File: src/rtl/context_manager.sv
// ---------------------------------------------------------------------------
// context_manager
//
// Time-slice scheduler front end for a small CPU. A down-counter measures the
// running process's quantum; when it expires the block pulses
// jump_context_exchange so the program counter is redirected to the OS
// handler. In the same cycle the PC the process would have executed next is
// captured into a per-process saved-PC table. While the OS owns the CPU it
// can rewrite table slots and resume any process, which reloads the quantum
// counter.
//
// Ports
//   clock                 system clock, rising edge
//   resetCPU              asynchronous active-low reset
//   HLT                   CPU halted: freezes state, counter, table, pulses
//   next_pc[11:0]         PC the CPU would load at the next edge
//   quantum_load          load quantum_value into the reload register
//   quantum_value[7:0]    time-slice length in cycles (0 disables slicing)
//   restore_req           OS request to resume process proc_id
//   table_wr              OS write of table_data into slot proc_id
//   proc_id[2:0]          slot index for restore_req / table_wr
//   table_data[11:0]      PC value for table_wr
//   jump_context_exchange one-cycle pulse: PC goes to os_address
//   restore_jump          one-cycle pulse: PC loads restore_address
//   restore_address[11:0] saved PC of slot proc_id
//   os_address[11:0]      constant OS handler entry
//   current_proc[2:0]     slot of the running process
//   in_os                 high while the OS handler owns the CPU
// ---------------------------------------------------------------------------
module context_manager #(
    parameter int          NPROC    = 8,
    parameter logic [11:0] OS_ENTRY = 12'd1083
) (
    input  logic        clock,
    input  logic        resetCPU,
    input  logic        HLT,
    input  logic [11:0] next_pc,
    input  logic        quantum_load,
    input  logic [7:0]  quantum_value,
    input  logic        restore_req,
    input  logic        table_wr,
    input  logic [2:0]  proc_id,
    input  logic [11:0] table_data,
    output logic        jump_context_exchange,
    output logic        restore_jump,
    output logic [11:0] restore_address,
    output logic [11:0] os_address,
    output logic [2:0]  current_proc,
    output logic        in_os
);

    typedef enum logic [1:0] {
        IDLE  = 2'd0,
        COUNT = 2'd1,
        EXCH  = 2'd2,
        OS    = 2'd3
    } state_t;

    state_t      state_reg, state_next;
    logic [7:0]  reload_reg;
    logic [7:0]  counter_reg, counter_next;
    logic [2:0]  current_proc_reg, current_proc_next;
    logic [11:0] table_reg [NPROC];

    logic             id_valid;
    logic             wr_fire;
    logic [NPROC-1:0] wr_hit;
    logic [NPROC-1:0] cap_hit;

    assign id_valid = (int'(proc_id) < NPROC);
    assign wr_fire  = table_wr && !HLT && id_valid;

    // Per-slot write decode. The expiry capture takes precedence over an OS
    // write to the same slot in the same cycle.
    generate
        for (genvar gi = 0; gi < NPROC; gi++) begin : g_slot
            assign wr_hit[gi]  = wr_fire && (proc_id == 3'(gi));
            assign cap_hit[gi] = jump_context_exchange && (current_proc_reg == 3'(gi));
        end
    endgenerate

    // Next-state and pulse logic. HLT gates every transition and pulse, so a
    // halted CPU sees the block completely frozen (including a pending EXCH).
    always_comb begin
        state_next            = state_reg;
        counter_next          = counter_reg;
        current_proc_next     = current_proc_reg;
        jump_context_exchange = 1'b0;
        restore_jump          = 1'b0;
        if (!HLT) begin
            unique case (state_reg)
                IDLE: ;
                COUNT: begin
                    // Expire on 1 rather than counting down to 0, so a
                    // quantum of N yields exactly N counting cycles.
                    if (counter_reg <= 8'd1) begin
                        state_next = EXCH;
                    end else begin
                        counter_next = counter_reg - 8'd1;
                    end
                end
                EXCH: begin
                    jump_context_exchange = 1'b1;
                    state_next            = OS;
                end
                OS: begin
                    // A simultaneous quantum_load owns the state transition,
                    // so the resume is not acknowledged in that cycle.
                    if (restore_req && id_valid && !quantum_load) begin
                        restore_jump      = 1'b1;
                        current_proc_next = proc_id;
                        counter_next      = reload_reg;
                        state_next        = (reload_reg == 8'd0) ? IDLE : COUNT;
                    end
                end
                default: ;
            endcase
            if (quantum_load) begin
                counter_next = quantum_value;
                state_next   = (quantum_value == 8'd0) ? IDLE : COUNT;
            end
        end
    end

    always_ff @(posedge clock or negedge resetCPU) begin
        if (!resetCPU) begin
            state_reg        <= IDLE;
            counter_reg      <= 8'd0;
            reload_reg       <= 8'd0;
            current_proc_reg <= 3'd0;
        end else begin
            state_reg        <= state_next;
            counter_reg      <= counter_next;
            current_proc_reg <= current_proc_next;
            if (quantum_load && !HLT) begin
                reload_reg <= quantum_value;
            end
        end
    end

    // Saved-PC table. It needs a non-zero reset value, so it is built from
    // flops rather than a RAM.
    always_ff @(posedge clock or negedge resetCPU) begin
        if (!resetCPU) begin
            for (int i = 0; i < NPROC; i++) begin
                table_reg[i] <= 12'd256;
            end
        end else begin
            for (int i = 0; i < NPROC; i++) begin
                if (cap_hit[i]) begin
                    table_reg[i] <= next_pc;
                end else if (wr_hit[i]) begin
                    table_reg[i] <= table_data;
                end
            end
        end
    end

    // Combinational read: a same-cycle write to the slot is seen only after
    // the edge, so the old value is returned.
    assign restore_address = id_valid ? table_reg[proc_id] : 12'd0;
    assign os_address      = OS_ENTRY;
    assign current_proc    = current_proc_reg;
    assign in_os           = (state_reg == OS);

endmodule

File: config.mk
export PLATFORM = sky130hd
export DESIGN_NAME = context_manager
export DESIGN_NICKNAME = d
export VERILOG_FILES = /design/src/rtl/context_manager.sv
export SDC_FILE = /design/constraint.sdc
export NUM_CORES = 1
export LEC_CHECK = 0
export ABC_CLOCK_PERIOD_IN_PS = 4000
export CORE_MARGIN = 2
export CORE_UTILIZATION = 52
export CTS_BUF_LIST = sky130_fd_sc_hd__clkbuf_2 sky130_fd_sc_hd__clkbuf_4 sky130_fd_sc_hd__clkbuf_8
export CTS_CLUSTER_SIZE = 16
export DETAILED_ROUTE_END_ITERATION = 6
export GPL_ROUTABILITY_DRIVEN = 0
export PLACE_DENSITY = 0.79
export SETUP_SLACK_MARGIN = 0.15
export SYNTH_ARGS = -nofsm -noshare
export SYNTH_HDL_FRONTEND = slang
export SYNTH_SLANG_ARGS = --single-unit
export TNS_END_PERCENT = 100
File: constraint.sdc
create_clock -name clock -period 4 [get_ports clock]
set_input_delay 1.2 -clock clock [delete_from_list [all_inputs] [get_ports clock]]
set_output_delay 1.2 -clock clock [all_outputs]
set_load 0.01 [all_outputs]
==> reports/metrics.yaml <==
outcome:
  outcome: "complete, but fails checks"
  violations: "DRC"
floorplanning:
  rows: 41
  die_area_sq_um: 13700
  fp.coreArea_sq_um: 12600
  die_y_um: 117
  io_pins: 71
  start_util: 0.529
  dieWidth_um: 117
sta:
  hold_viol: 0
  relSlewSlack: 0.334
  period_needed_ns: 3.82
  hold_slack_ns: 0.516
  setup_viol: 0
  finClkSkew_ns: 0.0127
  rsz0062_at_grt: "false"
  setup_tns_ns: 0
  fin_crit_sh: 0.955
  max_freq_ghz: 0.262
  finalMaxSlewViolations: 0
  worst_slew_pin_slew_ns: 0.999
grt:
  gr-usage-all-layers: 0.281
  antenna_found_initial: 1
  first_global_vias: 5510
  grt_max_degree: 61
  gr-total-overflow: 0
  grt_first_pass_wirelength_mm: 28.4
worst_setup_path:
  critical_path_class: "in -> out"
  cp.required_ns: 2.80
  worstPathMaxFanout: 14
  cp-end-kind: "output port"
  crit_arrival_ns: 2.62
  startpoint_type: "input pin"
power_and_ir_drop:
  p_comb_frac: 0.337
  vdd_drop_max_mv: 0.405
  seq_power_share: 0.452
  intPower_uw: 3230
  clkPwrFrac: 0.210
  finalPower_uw: 4840
  powerDensity_nw_per_um2: 616
  p_leak_uw: 0.00354
  power_switching_uw: 1610
  switching_share: 0.333
clock_network:
  clkTransAtPathRegs_ns: 0.06
  cts_tree: "yes"
  clock_latency_ns: 0.44
  clockBufferDepth: 2
  root_buffer: "clkbuf_8"
  numCtsBuffers: 17
  cts_sinks: 117
  htreeDepth: 4
min_path:
  hold_path.class: "reg -> reg"
route:
  ant_nets: 0
  via_per_inst: 6.04
  vias: 5265
  routed_wl_mm: 17.8
  drc_errors: 8
  wl_per_cell_um: 20.5
  drt_iter0_markers: 460
  first_pass_iters: 7
placed_design:
  hpwlAfterDp_mm: 11.6
  post_dp_cell_area_sq_um: 7430
  io_buffers: 58
yosys:
  ys_warn_count: 0
  ys_types: 49
  synth_edf_count: 0
  async_reset_ff_frac: 1.00
  synthFlopType: "dfrtp_1"
  postSynthCellCount: 643
  ys_seq_elements: 117
  syn_area_sq_um: 6650
  yosysSeqAreaShare: 0.442
  avgSynthCellArea_sq_um: 10.3
layout:
  drive_gt1_frac: 0.188
  largest_reg_flops: 96
  final_area_sq_um: 7860
  nNetsFinal: 732
  fillCellCount: 994
  syn_to_final_growth_pct: 18.3
job:
  cap_violations: 0
[routing by layer]
metal | track usage | vias up | wire [um]
met4 | 0.142 | 0 | 668
met5 | 0 | - | 0
li1 | - | 2358 | -
met2 | 0.445 | 238 | 8650
met1 | 0.357 | 2612 | 7300
met3 | 0.0757 | 57 | 1230
[power groups by stage]
stage               Clock, uW  Combinational, uW  Sequential [uW]
global placement            0               1570             2140
global route             1080               1810             2240
floorplan                   0               1160             2030
CTS                      1040               1630             2170
detailed placement          0               1660             2180
finish                   1020               1630             2190
[worst max-delay path, stage by stage]
cell and delay [ns]:
clkdlybuf4s15_2 0.25, bufbuf_16 0.32, mux4_2 0.29, mux2_2 0.28, dlygate4sd2_1 0.28
[cells in the mapped netlist, drive strengths merged (2+ instances only)]
master	instances	share of area
dfrtp	109	0.41
mux2i	101	0.15
nand2	58	0.033
o21ai	56	0.042
a21oi	54	0.041
nor2	54	0.031
clkbuf	39	0.022
buf	38	0.033
mux4	24	0.081
mux2	21	0.036
dfstp	8	0.032
nand3	8	0.0060
inv	7	0.0040
nand2b	7	0.0066
nor3	7	0.0060
nor4	6	0.0056
ha	5	0.0094
nor2b	4	0.0038
o211ai	4	0.0045
a22o	3	0.0041
nor3b	3	0.0034
or4	3	0.0040
conb	2	0.0011
nand4	2	0.0019
o2bb2ai	2	0.0026
or4b	2	0.0030
[cell families after synthesis]
logic type / count (synthesis) / synth area share
buffers and inverters: 84 / 0.0597
AO/OA/AOI/OAI: 130 / 0.108
AND/OR/NAND/NOR: 159 / 0.110
other: 2 / 0.00113
flip-flops: 117 / 0.442
adder cells (fa/ha/maj): 5 / 0.00941
multiplexers: 146 / 0.269
[final timing paths]
kind | start | to | slack, ns | depth (start not counted)
max | proc_id[1] | restore_address[0] | 0.18 | 5
min | counter_reg[7] | counter_reg[7] | 0.52 | 1
max reg2reg | state_reg[0] | counter_reg[2] | 1.75 | 6
min reg2reg | counter_reg[7] | counter_reg[7] | 0.52 | 1
max in group asynchronous | resetCPU | table_reg[44] | 2.35 | 2
min in group asynchronous | resetCPU | table_reg[42] | 0.83 | 1
[layout by cell type, fill, tap and decap left out, types with 3 or more instances in the layout]
cell type	instances
nor4_1	5
o211ai_1	4
mux4_2	24
nor3b_1	3
dfrtp_1	109
a21oi_1	54
nor3_1	3
dlygate4sd2_1	11
dfstp_2	8
ha_1	5
clkinv_2	3
buf_12	5
clkdlybuf4s50_1	43
nor2_1	54
buf_4	27
nor2b_1	3
nor3_2	4
mux2_2	21
o21ai_0	56
nand2_1	58
clkbuf_8	24
clkbuf_4	4
nand2b_1	7
conb_1	12
nand3_1	8
inv_1	7
mux2i_1	101
[through the flow]
stage	util	worst slack [ns]	std cells
finish	0.625	0.181	871
global route	0.625	0.159	871
CTS	0.625	0.164	870
detailed placement	0.591	-0.228	837
global placement	0.591	-0.207	837
floorplan	-	0.327	653
[cell type report]
cell class / count / area (sq um) / share of cell area
multi-input cells: 452 / 3380 / 0.430
flip-flops and latches: 117 / 2940 / 0.374
repair buffers: 91 / 922 / 0.117
clock buffers: 28 / 360 / 0.0458
well taps: 172 / 215 / 0.0274
inverters: 7 / 26.3 / 0.00334
clock inverters: 3 / 15.0 / 0.00191
diodes: 1 / 2.50 / 0.000318
[what timing repair did]
| action | CTS | global route |
|---|---|---|
| setup endpoints to repair | 12 | 3 |
| cloned | 2 | 0 |
| resized for setup | 18 | 2 |
| buffers inserted | 0 | 0 |
| hold buffers | 0 | 0 |
No activity file was read; power rests on OpenSTA's default activity.
==> patch 1 (same settings) <==
Put a register stage on the outputs `restore_address` and `in_os`, cleared by the reset. The values now appear one clock later. The other outputs are not delayed to match. Comments in the files are not updated.
--- a/src/rtl/context_manager.sv
+++ b/src/rtl/context_manager.sv
@@ -158,10 +158,17 @@
 
     // Combinational read: a same-cycle write to the slot is seen only after
     // the edge, so the old value is returned.
-    assign restore_address = id_valid ? table_reg[proc_id] : 12'd0;
     assign os_address      = OS_ENTRY;
     assign current_proc    = current_proc_reg;
-    assign in_os           = (state_reg == OS);
+    always_ff @(posedge clock or negedge resetCPU) begin
+        if (!resetCPU) begin
+            restore_address <= '0;
+            in_os           <= '0;
+        end else begin
+            restore_address <= id_valid ? table_reg[proc_id] : 12'd0;
+            in_os           <= (state_reg == OS);
+        end
+    end
 
 endmodule
 
Behaviour: not the same (a bounded check fails within 4 cycles, from zero or initial values and one cycle with resetCPU low).
==> patch 1 against the unedited design <==
Worst setup slack improved by 0.065 ns. Register-to-register slack improved by 0.22 ns. Sequential cell count rose by 13. Synthesized area rose by 5.4%. Non-clock buffer count fell by 6. Routed wire length fell by 2.3%. Power fell by 18%. First-iteration DRC count rose by 37%. Synthesized cell count rose by 3.9%. Design area rose by 2.6%. Critical endpoint is now jump_context_exchange.
==> patch 1: results (changes against the unedited design) <==
Setup path
  – Critical Path AT: 2.55 ns (was 2.62 ns)
  – Worst path max stage delay: 0.60 ns (was 0.32 ns)
  – CP max FO: 3 (was 14)
  – CP max stage cell: clkdlybuf4s50_1 (was bufbuf_16)

Synth
  – Area contributors post-synth: dfrtp_1, mux2i_1, mux4_2, a21oi_1, nor2_1 (was dfrtp_1, mux2i_1, mux4_2, o21ai_0, a21oi_1)
  – Commonest cells post-synth: dfrtp_1, mux2i_1, nor2_1 (was dfrtp_1, mux2i_1, nand2_1)
  – Post-synth cell types: 49 (unchanged)
  – Seq/Total Area, Yosys: 0.466 (was 0.442)
  – Synth async-reset ratio: 1.00 (unchanged)
  – Top-area cell type share of the netlist area: 0.436 (was 0.410)

Place
  – Worst slack, placed: 0.190 ns (was -0.228 ns)
  – Final HPWL DP: 11.0 mm (was 11.6 mm)

Clock tree
  – Reg clk slew, reported paths: 0.07 ns
  – # Post-CTS Setup Buffers: 0 (unchanged)
  – Max H-tree Level: 4 (unchanged)
  – Worst-Skew Late Latency: 0.45 ns

Global routing
  – Antenna violations before repair: 0 (was 1)
  – Largest net degree at the start of global routing: 62 (was 61)
  – GR Util All Layers: 0.253 (was 0.281)
  – Global-route wire length before repair: 27.9 mm (was 28.4 mm)

Layout
  – Fillers: 1065 (was 994)
  – Final nets: 747 (was 732)
  – Max reg flops: 96 (unchanged)
  – Antenna cells: 0 (was 1)
  – Layout cells sized above 1: 0.166 (was 0.188)

Routing
  – Iteration-0 DRC Markers: 631 (was 460)
  – Vias: 5300 (was 5265)
  – Drt first pass iters: 6 (was 7)
  – Post-Route WL: 17.4 mm (was 17.8 mm)

Power
  – P_leak: 3.71 nW (was 3.54 nW)
  – Maximum VDD drop: 253 uV (was 405 uV)

Run status
  – Status: finished clean (was finished with violations)

Timing
  – Slew headroom: 0.409 (was 0.334)
  – Clock Skew: 0.00911 ns (was 0.0127 ns)

Worst hold path
  – Hold Path Class: reg -> reg (unchanged)
==> patch 1: cell types whose count changed in the layout (fill, tap and decap cells not counted), moves of 11 or more <==
cell             unedited run  this run
dlygate4sd2_1              11         0
nand2_1                    58        38
clkdlybuf4s50_1            43        55
nor2_1                     54        85
a21oi_1                    54        79
o21ai_0                    56        33
dfrtp_1                   109       122
==> patch 1: logic make-up (layout without fill, tap and decap cells) <==
kind of cell,count (synthesis),after routing,share of synthesized area
AND/OR/NAND/NOR,168,168,0.113
multiplexers,141,141,0.248
AO/OA/AOI/OAI,136,136,0.108
flip-flops,130,130,0.466
buffers and inverters,89,128,0.0602
adder cells (fa/ha/maj),2,2,0.00357
other,2,12,0.00107
==> patch 1: worst paths after layout <==
kind / slack, ns / startpoint / to / cells past startpoint
worst min-delay path: 0.53 / counter_reg[7] / counter_reg[7] / 1
worst min register to register: 0.53 / counter_reg[7] / counter_reg[7] / 1
worst max-delay path: 0.25 / HLT / jump_context_exchange / 3
min in group asynchronous: 0.68 / resetCPU / counter_reg[6] / 1
max in group asynchronous: 2.43 / resetCPU / table_reg[27] / 2
worst max register to register: 1.97 / counter_reg[4] / counter_reg[3] / 3
==> patch 1: critical path, delay by kind of cell <==
kind / cells / cell delay, ns
buffers and inverters: 2 / 1.06
and+or+nand+nor: 1 / 0.29
==> patch 1: what timing repair did <==
item                                    in CTS  in global routing
hold buffers                                 0                  0
endpoints found under the setup margin       0                  1
gates resized for setup                      0                  2
==> patch 1: cell type report <==
type	count	area [um^2]	area share
multi-input cells	459	3360	0.416
inverters	11	41.3	0.00512
clock inverters	5	50.0	0.00621
flip-flops and latches	130	3260	0.405
clock buffers	27	340	0.0422
well taps	176	220	0.0273
repair buffers	85	791	0.0981
==> patch 1: through the flow <==
stage / area [um^2] / std cells / hold WS, ns / util / power (mW)
3_5_place_dp: 7670 / 861 / 0.504 / 0.581 / 2.86
3_3_place_gp: 7670 / 861 / 0.503 / 0.581 / 2.79
5_1_grt: 8060 / 893 / 0.562 / 0.611 / 4.15
2_1_floorplan: 7040 / 678 / 0.474 / - / 2.52
4_1_cts: 8060 / 893 / 0.526 / 0.611 / 3.96
6_report: 8060 / 893 / 0.530 / 0.611 / 3.95
==> patch 1: routing by layer <==
metal  vias up  GRT usage  part of all wire
met5         -          0                 0
met4         0      0.107             0.025
met3        44     0.0485             0.056
met2       211      0.410              0.50
met1      2631      0.334              0.42
li1       2414          -                 -
==> patch 1: where the power goes <==
part	total, mW	internal [mW]	leakage [nW]	switching (mW)
registers	1.89	1.66	1.58	0.228
logic	0.967	0.530	1.92	0.437
clock network	1.10	0.605	0.211	0.491
==> patch 2 (same settings) <==
Made on the original files. Change the parameter `NPROC` from 8 to 4.
--- a/src/rtl/context_manager.sv
+++ b/src/rtl/context_manager.sv
@@ -28,7 +28,7 @@
 //   in_os                 high while the OS handler owns the CPU
 // ---------------------------------------------------------------------------
 module context_manager #(
-    parameter int          NPROC    = 8,
+    parameter int          NPROC    = 4,
     parameter logic [11:0] OS_ENTRY = 12'd1083
 ) (
     input  logic        clock,
Behaviour: not the same (a bounded check fails within 4 cycles, from zero or initial values and one cycle with resetCPU low).
==> patch 2 against the unedited design <==
First-iteration DRC count is 53% lower. Synthesized area is 39% lower. Highest routed layer unchanged. Count of clock-buffer cells in the layout decreased by 18. Sequential cell count decreased by 48. Largest power group unchanged. Critical endpoint is now restore_address[5]. Sequential power shrank 42%. Design area decreased by 37%. Maximum frequency rose by 1.5%. Routed wire length down 44%. Worst setup slack improved by 0.055 ns. Clock power fell by 44%. Critical path depth stayed put. Final cell count down 37%. Power down 41%.
==> patch 2: results (changes against the unedited design) <==
Clock tree
  – Reg clk slew, reported paths: 0.08 ns (was 0.06 ns)
  – Post-CTS Resized: 16 (was 18)
  – Worst-Skew Late Latency: 0.34 ns (was 0.44 ns)
  – Max H-tree Level: 3 (was 4)
  – Cts bufs inserted: 9 (was 17)

Layout
  – Fin cells: 552 (was 871)
  – Fillers: 614 (was 994)
  – Sequential cell count: 69 (was 117)
  – Invs w/o clock: 8 (was 7)
  – Non-clk buf share: 0.155 (was 0.117)
  – Antenna cells: 0 (was 1)
  – Final nets: 491 (was 732)
  – Clock buf/inv share: 0.0395 (was 0.0478)
  – Layout clock buffers: 10 (was 28)
  – Fraction of area in multi-input gates: 0.423 (was 0.430)
  – Fraction of area in registers: 0.350 (was 0.374)

Global routing
  – Vias in the first global route: 3201 (was 5510)
  – Global-route wire length before repair: 16.3 mm (was 28.4 mm)
  – Grt met2 use: 0.421 (was 0.445)
  – Global Route met3 Usage: 0.0468 (was 0.0757)
  – Antenna violations before repair: 0 (was 1)
  – GR Util All Layers: 0.248 (was 0.281)

Worst hold path
  – Hold path start: reload_reg[4] (was counter_reg[7])

Routing
  – Met3 Routed Length: 540 um (was 1.23 mm)
  – Via-per-instance ratio: 5.86 (was 6.04)
  – Post-Route WL: 10.0 mm (was 17.8 mm)
  – Iteration-0 DRC Markers: 217 (was 460)
  – Wire length on met1: 4.10 mm (was 7.30 mm)
  – Metal2 WL: 5.00 mm (was 8.65 mm)

Timing
  – Worst-Margin Slew: 0.917 ns (was 0.999 ns)

Place
  – Cell Count Post-Placement: 533 (was 837)
  – Final HPWL DP: 6.77 mm (was 11.6 mm)
  – Post-placement cell area: 4700 um^2 (was 7430 um^2)

Setup path
  – Setup crit start: proc_id[0] (was proc_id[1])
  – Worst r2r src: state_reg[1] (was state_reg[0])
  – Critical Path AT: 2.56 ns (was 2.62 ns)
  – CP max stage cell: mux4_2 (was bufbuf_16)

Synth
  – Commonest cells post-synth: dfrtp_1, mux2i_1, nand2_1 (unchanged)
  – Seq/Total Area, Yosys: 0.430 (was 0.442)
  – Post-synthesis xor/xnor area fraction: 0.00218 (was 0)
  – Synth Area in Adders: 0.0156 (was 0.00941)
  – Compound-Gate Fraction of Synth Area: 0.118 (was 0.108)
  – Mapped Cells: 384 (was 643)
  – Area contributors post-synth: dfrtp_1, mux2i_1, mux4_2, a21oi_1, o21ai_0 (was dfrtp_1, mux2i_1, mux4_2, o21ai_0, a21oi_1)

Run status
  – Status: finished clean (was finished with violations)

Power
  – P_leak: 2.20 nW (was 3.54 nW)
patch 2: changes by cell type after synthesis, sizes merged, moves of 10 or more:
cell,change
a21oi,-26
buf,-14
clkbuf,-27
dfrtp,-44
mux2,-10
mux2i,-49
mux4,-12
nand2,-25
nor2,-22
nor2b,+11
o21ai,-27
patch 2: path summary, 6_finish.rpt:
check | endpoint | slack [ns] | cells after the start
worst max-delay path | restore_address[5] | 0.24 | 5
worst min-delay path | reload_reg[4] | 0.55 | 1
worst max register to register | counter_reg[1] | 1.73 | 5
worst min register to register | reload_reg[4] | 0.55 | 1
max in group asynchronous | state_reg[1] | 2.26 | 2
min in group asynchronous | table_reg[23] | 0.91 | 1
patch 2: where the power goes:
| part | leakage (nW) | internal, mW | switching [mW] | total, mW |
|---|---|---|---|---|
| sequential | 0.829 | 1.02 | 0.244 | 1.27 |
| combinational | 1.27 | 0.542 | 0.457 | 0.999 |
| clock | 0.0957 | 0.294 | 0.279 | 0.573 |
